==> src/rtl/conv_result_drain.sv <==
// conv_result_drain
//   Consumer side of the conv engine result interface. Each result tile
//   (PARA_X*PARA_Y elements) is captured on a result_ready pulse into one of
//   two ping-pong entries. The tile is then streamed out one element per
//   valid/ready beat, together with its feature-map write address.
//
// Ports
//   clk, rst        clock, synchronous active-high reset
//   result_ready    1-cycle pulse: result_buffer / tile_base_addr / relu_en valid
//   result_buffer   tile, element k at [DW*(k+1)-1:DW*k]
//   tile_base_addr  address of element (0,0)
//   fmap_width      row stride of the output map (static during drain)
//   relu_en         per-tile ReLU on the FP16 sign bit
//   out_*           element stream (valid/ready), out_last on the final element
//   busy            either entry occupied
//   overrun         sticky: a tile arrived with both entries full and was dropped
module conv_result_drain #(
    parameter int DATA_WIDTH = 16,
    parameter int PARA_X     = 3,
    parameter int PARA_Y     = 3,
    parameter int ADDR_WIDTH = 12
) (
    input  logic                                clk,
    input  logic                                rst,
    input  logic                                result_ready,
    input  logic [PARA_X*PARA_Y*DATA_WIDTH-1:0] result_buffer,
    input  logic [ADDR_WIDTH-1:0]               tile_base_addr,
    input  logic [ADDR_WIDTH-1:0]               fmap_width,
    input  logic                                relu_en,
    output logic                                out_valid,
    input  logic                                out_ready,
    output logic [DATA_WIDTH-1:0]               out_data,
    output logic [ADDR_WIDTH-1:0]               out_addr,
    output logic                                out_last,
    output logic                                busy,
    output logic                                overrun
);
    localparam int N  = PARA_X * PARA_Y;
    localparam int KW = (N > 1) ? $clog2(N) : 1;
    localparam int YW = (PARA_Y > 1) ? $clog2(PARA_Y) : 1;

    typedef enum logic {S_IDLE, S_DRAIN} state_t;

    typedef struct packed {
        logic [N*DATA_WIDTH-1:0] data;
        logic [ADDR_WIDTH-1:0]   base;
        logic                    relu;
    } entry_t;

    state_t          state;
    entry_t          ent [2];
    logic [1:0]      full;
    logic [1:0]      full_nxt;
    logic            wr_ptr;
    logic            rd_ptr;
    logic [KW-1:0]   k;
    logic [YW-1:0]   j2;
    logic [ADDR_WIDTH-1:0] row_addr;

    logic accept, free, cap_ok, load, ld_e;

    // Element select with optional ReLU; clearing on the sign bit also maps -0.0 to +0.0.
    function automatic logic [DATA_WIDTH-1:0] pick(input logic [N*DATA_WIDTH-1:0] t,
                                                   input logic [KW-1:0] idx,
                                                   input logic relu);
        logic [DATA_WIDTH-1:0] e;
        e = t[int'(idx)*DATA_WIDTH +: DATA_WIDTH];
        if (relu && e[DATA_WIDTH-1]) e = '0;
        return e;
    endfunction

    always_comb begin
        accept   = out_valid && out_ready;
        free     = accept && out_last;
        // Freeing is applied before the capture check so a tile arriving on the
        // same cycle the last beat is accepted still finds room.
        full_nxt = full;
        if (free) full_nxt[rd_ptr] = 1'b0;
        cap_ok   = result_ready && !full_nxt[wr_ptr];
        if (cap_ok) full_nxt[wr_ptr] = 1'b1;
        // Start a tile from IDLE, or back-to-back when the other entry is waiting.
        load = ((state == S_IDLE) && full[rd_ptr]) ||
               ((state == S_DRAIN) && free && full[~rd_ptr]);
        ld_e = (state == S_IDLE) ? rd_ptr : ~rd_ptr;
    end

    assign busy = |full;

    always_ff @(posedge clk) begin
        if (rst) begin
            state     <= S_IDLE;
            full      <= '0;
            wr_ptr    <= 1'b0;
            rd_ptr    <= 1'b0;
            k         <= '0;
            j2        <= '0;
            row_addr  <= '0;
            out_valid <= 1'b0;
            out_data  <= '0;
            out_addr  <= '0;
            out_last  <= 1'b0;
            overrun   <= 1'b0;
            ent[0]    <= '0;
            ent[1]    <= '0;
        end else begin
            full <= full_nxt;
            if (cap_ok) begin
                ent[wr_ptr] <= '{data: result_buffer, base: tile_base_addr, relu: relu_en};
                wr_ptr      <= ~wr_ptr;
            end
            if (result_ready && !cap_ok) overrun <= 1'b1;

            if (free) rd_ptr <= ~rd_ptr;

            if (load) begin
                state     <= S_DRAIN;
                out_valid <= 1'b1;
                k         <= '0;
                j2        <= '0;
                row_addr  <= ent[ld_e].base;
                out_addr  <= ent[ld_e].base;
                out_data  <= pick(ent[ld_e].data, '0, ent[ld_e].relu);
                out_last  <= (N == 1);
            end else if (free) begin
                state     <= S_IDLE;
                out_valid <= 1'b0;
                out_last  <= 1'b0;
            end else if (accept) begin
                k        <= k + 1'b1;
                out_data <= pick(ent[rd_ptr].data, k + 1'b1, ent[rd_ptr].relu);
                out_last <= (k + 1'b1 == KW'(N - 1));
                // Row-major walk: column wraps to the next row at the map stride.
                if (j2 == YW'(PARA_Y - 1)) begin
                    j2       <= '0;
                    row_addr <= row_addr + fmap_width;
                    out_addr <= row_addr + fmap_width;
                end else begin
                    j2       <= j2 + 1'b1;
                    out_addr <= out_addr + 1'b1;
                end
            end
        end
    end
endmodule

==> config.mk <==
export PLATFORM = sky130hd
export DESIGN_NAME = conv_result_drain
export DESIGN_NICKNAME = d
export VERILOG_FILES = /design/src/rtl/conv_result_drain.sv
export SDC_FILE = /design/constraint.sdc
export NUM_CORES = 1
export LEC_CHECK = 0
export BUFFER_PORTS_ARGS = -buffer_cell sky130_fd_sc_hd__buf_2
export CAP_MARGIN = 20
export CELL_PAD_IN_SITES_DETAIL_PLACEMENT = 0
export CELL_PAD_IN_SITES_GLOBAL_PLACEMENT = 1
export CORE_MARGIN = 1
export CORE_UTILIZATION = 50
export DETAILED_ROUTE_END_ITERATION = 16
export GPL_ROUTABILITY_DRIVEN = 0
export PLACE_DENSITY_LB_ADDON = 0.1
export SYNTH_ARGS = -nofsm -noshare
export SYNTH_HDL_FRONTEND = slang
export SYNTH_SLANG_ARGS = --single-unit
==> constraint.sdc <==
create_clock -name clk -period 31.5 [get_ports clk]
set_input_delay 9.45 -clock clk [delete_from_list [all_inputs] [get_ports clk]]
set_output_delay 9.45 -clock clk [all_outputs]
set_load 0.02 [all_outputs]
==> results_dict.tcl <==
set metrics [dict create \
    ys_ff_latch 368 \
    post-route-min-period_ns 12.66 \
    max_stage_delay_ns 0.95 \
    cts_buffer_depth 3 \
    cts.sinks 368 \
    fin_setup_tns_ns 0 \
    dp.cells 1905 \
    dieArea_um2 35900 \
    status "finished, final reports clean" \
    synth_top_area_share_pct 53.6 \
    core_area_um2 34500 \
    ant_nets 0 \
    tightest_slew_ns 1.07 \
    p_leak_nw 7.63 \
    wire_per_inst_um 21.7 \
    synth_area_leaders "edfxtp_1 (54%), and2_1 (11%), mux4_2 (8.5%)" \
    finalNonFillerCells 1985 \
    syn_area_um2 17600 \
    first_pass_iters 5 \
    seqPwrFrac_pct 49.1 \
    numCtsBuffers 41 \
    synth_edf_count 314 \
    drt_iter0_markers 882 \
    grt_max_degree 121 \
    rows 68 \
    hp-class "flip-flop to flip-flop" \
    cp.arrival_ns 12.82 \
    pwr-share-clk_pct 39.2 \
    synth_warnings 0 \
    slew_viol_final 0 \
    finalSetupViolations 0 \
    drc_errors 0 \
    rrSetupSlack_ns 27.18 \
    worstReg2RegStart "state" \
    hold-path-endpoint "overrun" \
    dp_slack_ns 18.11 \
    cap_violations 0 \
    yosys_most_used_dff "edfxtp_1" \
    crit_chain "buf_2 > nand3_1 > o21ai_1 > nand2_1 > o21ai_4 > buf_4 > buf_4" \
    grt_pass1_wl_um 65000 \
    final.setup.worst_slack_ns 18.84 \
    worstHoldPathCells 2 \
    cts_tree "yes" \
    slew_headroom_pct 28.9 \
    r2r_end "ent[0][65]" \
    cts_resized 0 \
    critPathLaunchType "input pin" \
    required_ns 31.66 \
    grt_pass1_vias 10800 \
    vias_per_cell 5.60 \
    final_nets 1684 \
    gr-total-overflow 0 \
    critPathSlowestCell "buf_4" \
    hold_viol 0 \
    fp.dieW_um 190 \
    vias 11100 \
    synth_fp_nets 1504 \
    synth_cell_types 71 \
    combPwrFrac_pct 11.7 \
    synth_seq_area_share_pct 59.8 \
    worst-r2r-cell-count 6 \
    syn_area_per_cell_um2 13.3 \
    cp-end-kind "flip-flop" \
    vdd_drop_max_mv 0.0429 \
    die-height_um 190 \
    crit_top_cell "buf_4" \
    ctsRootBufferMaster "clkbuf_16" \
    dp_hpwl_um 27900 \
    drive_gt1_share_pct 25.8 \
    rsz0062_at_grt "false" \
    antenna_found_initial 1 \
    internal-power_uw 898 \
    port_buffers 204 \
    htreeDepth 2 \
    timing.fmax_mhz 79.0 \
    path_max_fanout 74 \
    hold_buffers 0 \
    async_flop_share_pct 0 \
    netlist_instances 1317 \
    clkTransAtPathRegs_ns 0.06 \
    path_class "input pin to flip-flop" \
    swShare_pct 24.6 \
    ios 205 \
    skew_ns 0.0207 \
    area_growth_pct 15.4 \
    min_from "overrun" \
    yosysTopAreaCell "edfxtp_1" \
    finalCritPeriodShare_pct 40.2 \
    grt_use_total_pct 24.1 \
    p_per_area_nw_per_um2 58.7 \
    clock_latency_ns 0.55 \
    wirelength_um 43000 \
    cts_setup_buffers 0 \
    p_sw_uw 293 \
    initial_core_util_pct 50.9 \
]
[logic make-up (layout without fill, tap and decap cells)]
family	count (synthesis)	count (layout)	synth area share [%]
xor+xnor	15	15	0.875
fa+ha+maj	14	14	1.04
flops	368	368	59.8
buf+inv	98	310	2.67
mux	122	122	11.8
other cells	0	1	0
simple gates	521	521	17.2
compound gates	179	179	6.66
[metrics by stage]
step	hold WS, ns	util [%]	instance area, um^2	power (mW)
finish	0.466	58.7	20300	1.19
floorplan	0.445	-	17600	0.684
detailed placement	0.459	54.7	18900	0.735
CTS	0.477	58.5	20200	1.20
global placement	0.448	54.7	18900	0.732
global route	0.492	58.7	20300	1.23
[area by class of cell]
cell class / instances / area (um^2)
antenna: 1 / 2.50
clock buffer: 56 / 1110
clock inverter: 19 / 190
fill: 2866 / 14300
inverter: 9 / 33.8
multi-input combinational: 851 / 6630
sequential: 368 / 10500
tap: 455 / 569
timing repair buffer: 226 / 1230
[layer usage]
layer,track usage (%),vias up,routed length (um)
met2,38.3,319,20500
met3,3.06,53,2300
met5,0,-,0
met1,35.5,5504,19400
met4,5.33,0,780
li1,-,5235,-
[how the worst max path moves through the flow]
stage,cells after the start,slack (ns),startpoint,endpoint
floorplan,4,9.70,out_ready,ent[0][0]
global placement,8,18.20,out_ready,ent[1][64]
detailed placement,8,18.11,out_ready,ent[1][48]
CTS,8,18.66,out_ready,ent[1][47]
global route,7,18.53,out_ready,ent[0][52]
finish,7,18.84,out_ready,ent[0][65]
[Yosys cell counts (4+ instances only)]
library cell  instances
edfxtp_1            314
ha_1                 13
inv_1                 9
nand3b_1              4
and3_1                7
o21a_1                4
o211ai_1              6
a31oi_1               6
nor2_1               34
dfxtp_1              54
mux2_2               16
xnor2_1               4
nand2b_1              4
or3_1                 6
o22ai_1              32
a311oi_1              5
mux4_2               66
and2_1              316
nor3_2               12
buf_2                19
mux2i_1              39
o21ai_0              19
a211oi_1             18
buf_4                 9
o21ai_1               4
nand3_1              20
xor2_1                8
nor2b_1               6
nand2_1              78
buf_6                 5
clkbuf_1             49
nor3_1               17
a21oi_1              55
clkbuf_2              5
[critical path, delay by kind of cell]
| kind | cells | cell delay (ns) |
|---|---|---|
| buf+inv | 3 | 1.91 |
| simple gates | 2 | 0.37 |
| compound gates | 2 | 1.01 |
[power groups by stage]
stage | clock, mW | sequential (mW) | combinational [mW]
2_1_floorplan | 0 | 0.604 | 0.0804
3_3_place_gp | 0 | 0.594 | 0.138
3_5_place_dp | 0 | 0.596 | 0.139
4_1_cts | 0.474 | 0.586 | 0.140
5_1_grt | 0.492 | 0.589 | 0.151
6_report | 0.467 | 0.585 | 0.139
[flip-flops by register name (all words and copies together) (netlist names), named ones only]
register and flops:
full 2, out_addr 12, ent 314, overrun 1, state 1, row_addr 12, wr_ptr 1, out_last 1
k 4, j2 2, out_data 16, rd_ptr 1
[cells in the final DEF, fill, tap and decap left out, types with 5 or more instances in the layout]
master / Yosys / final
clkbuf_1: 49 / 13
nor3_1: 17 / 17
mux2_2: 16 / 16
inv_1: 9 / 9
ha_1: 13 / 12
a211oi_1: 18 / 18
nor2b_1: 6 / 6
a21oi_1: 55 / 55
and3_1: 7 / 7
edfxtp_1: 314 / 314
o211ai_1: 6 / 6
nor2_1: 34 / 34
xor2_1: 8 / 8
nand3_1: 20 / 20
clkinv_1: 0 / 7
o21ai_0: 19 / 18
a31oi_1: 6 / 6
buf_2: 19 / 204
mux4_2: 66 / 66
or3_1: 6 / 6
clkbuf_16: 0 / 42
and2_1: 316 / 316
clkinv_2: 0 / 5
nand2_1: 78 / 78
nor3_2: 12 / 11
buf_4: 9 / 20
a311oi_1: 5 / 5
o22ai_1: 32 / 32
mux2i_1: 39 / 39
dfxtp_1: 54 / 52
Note: power is estimated with default switching activity, not from simulation.
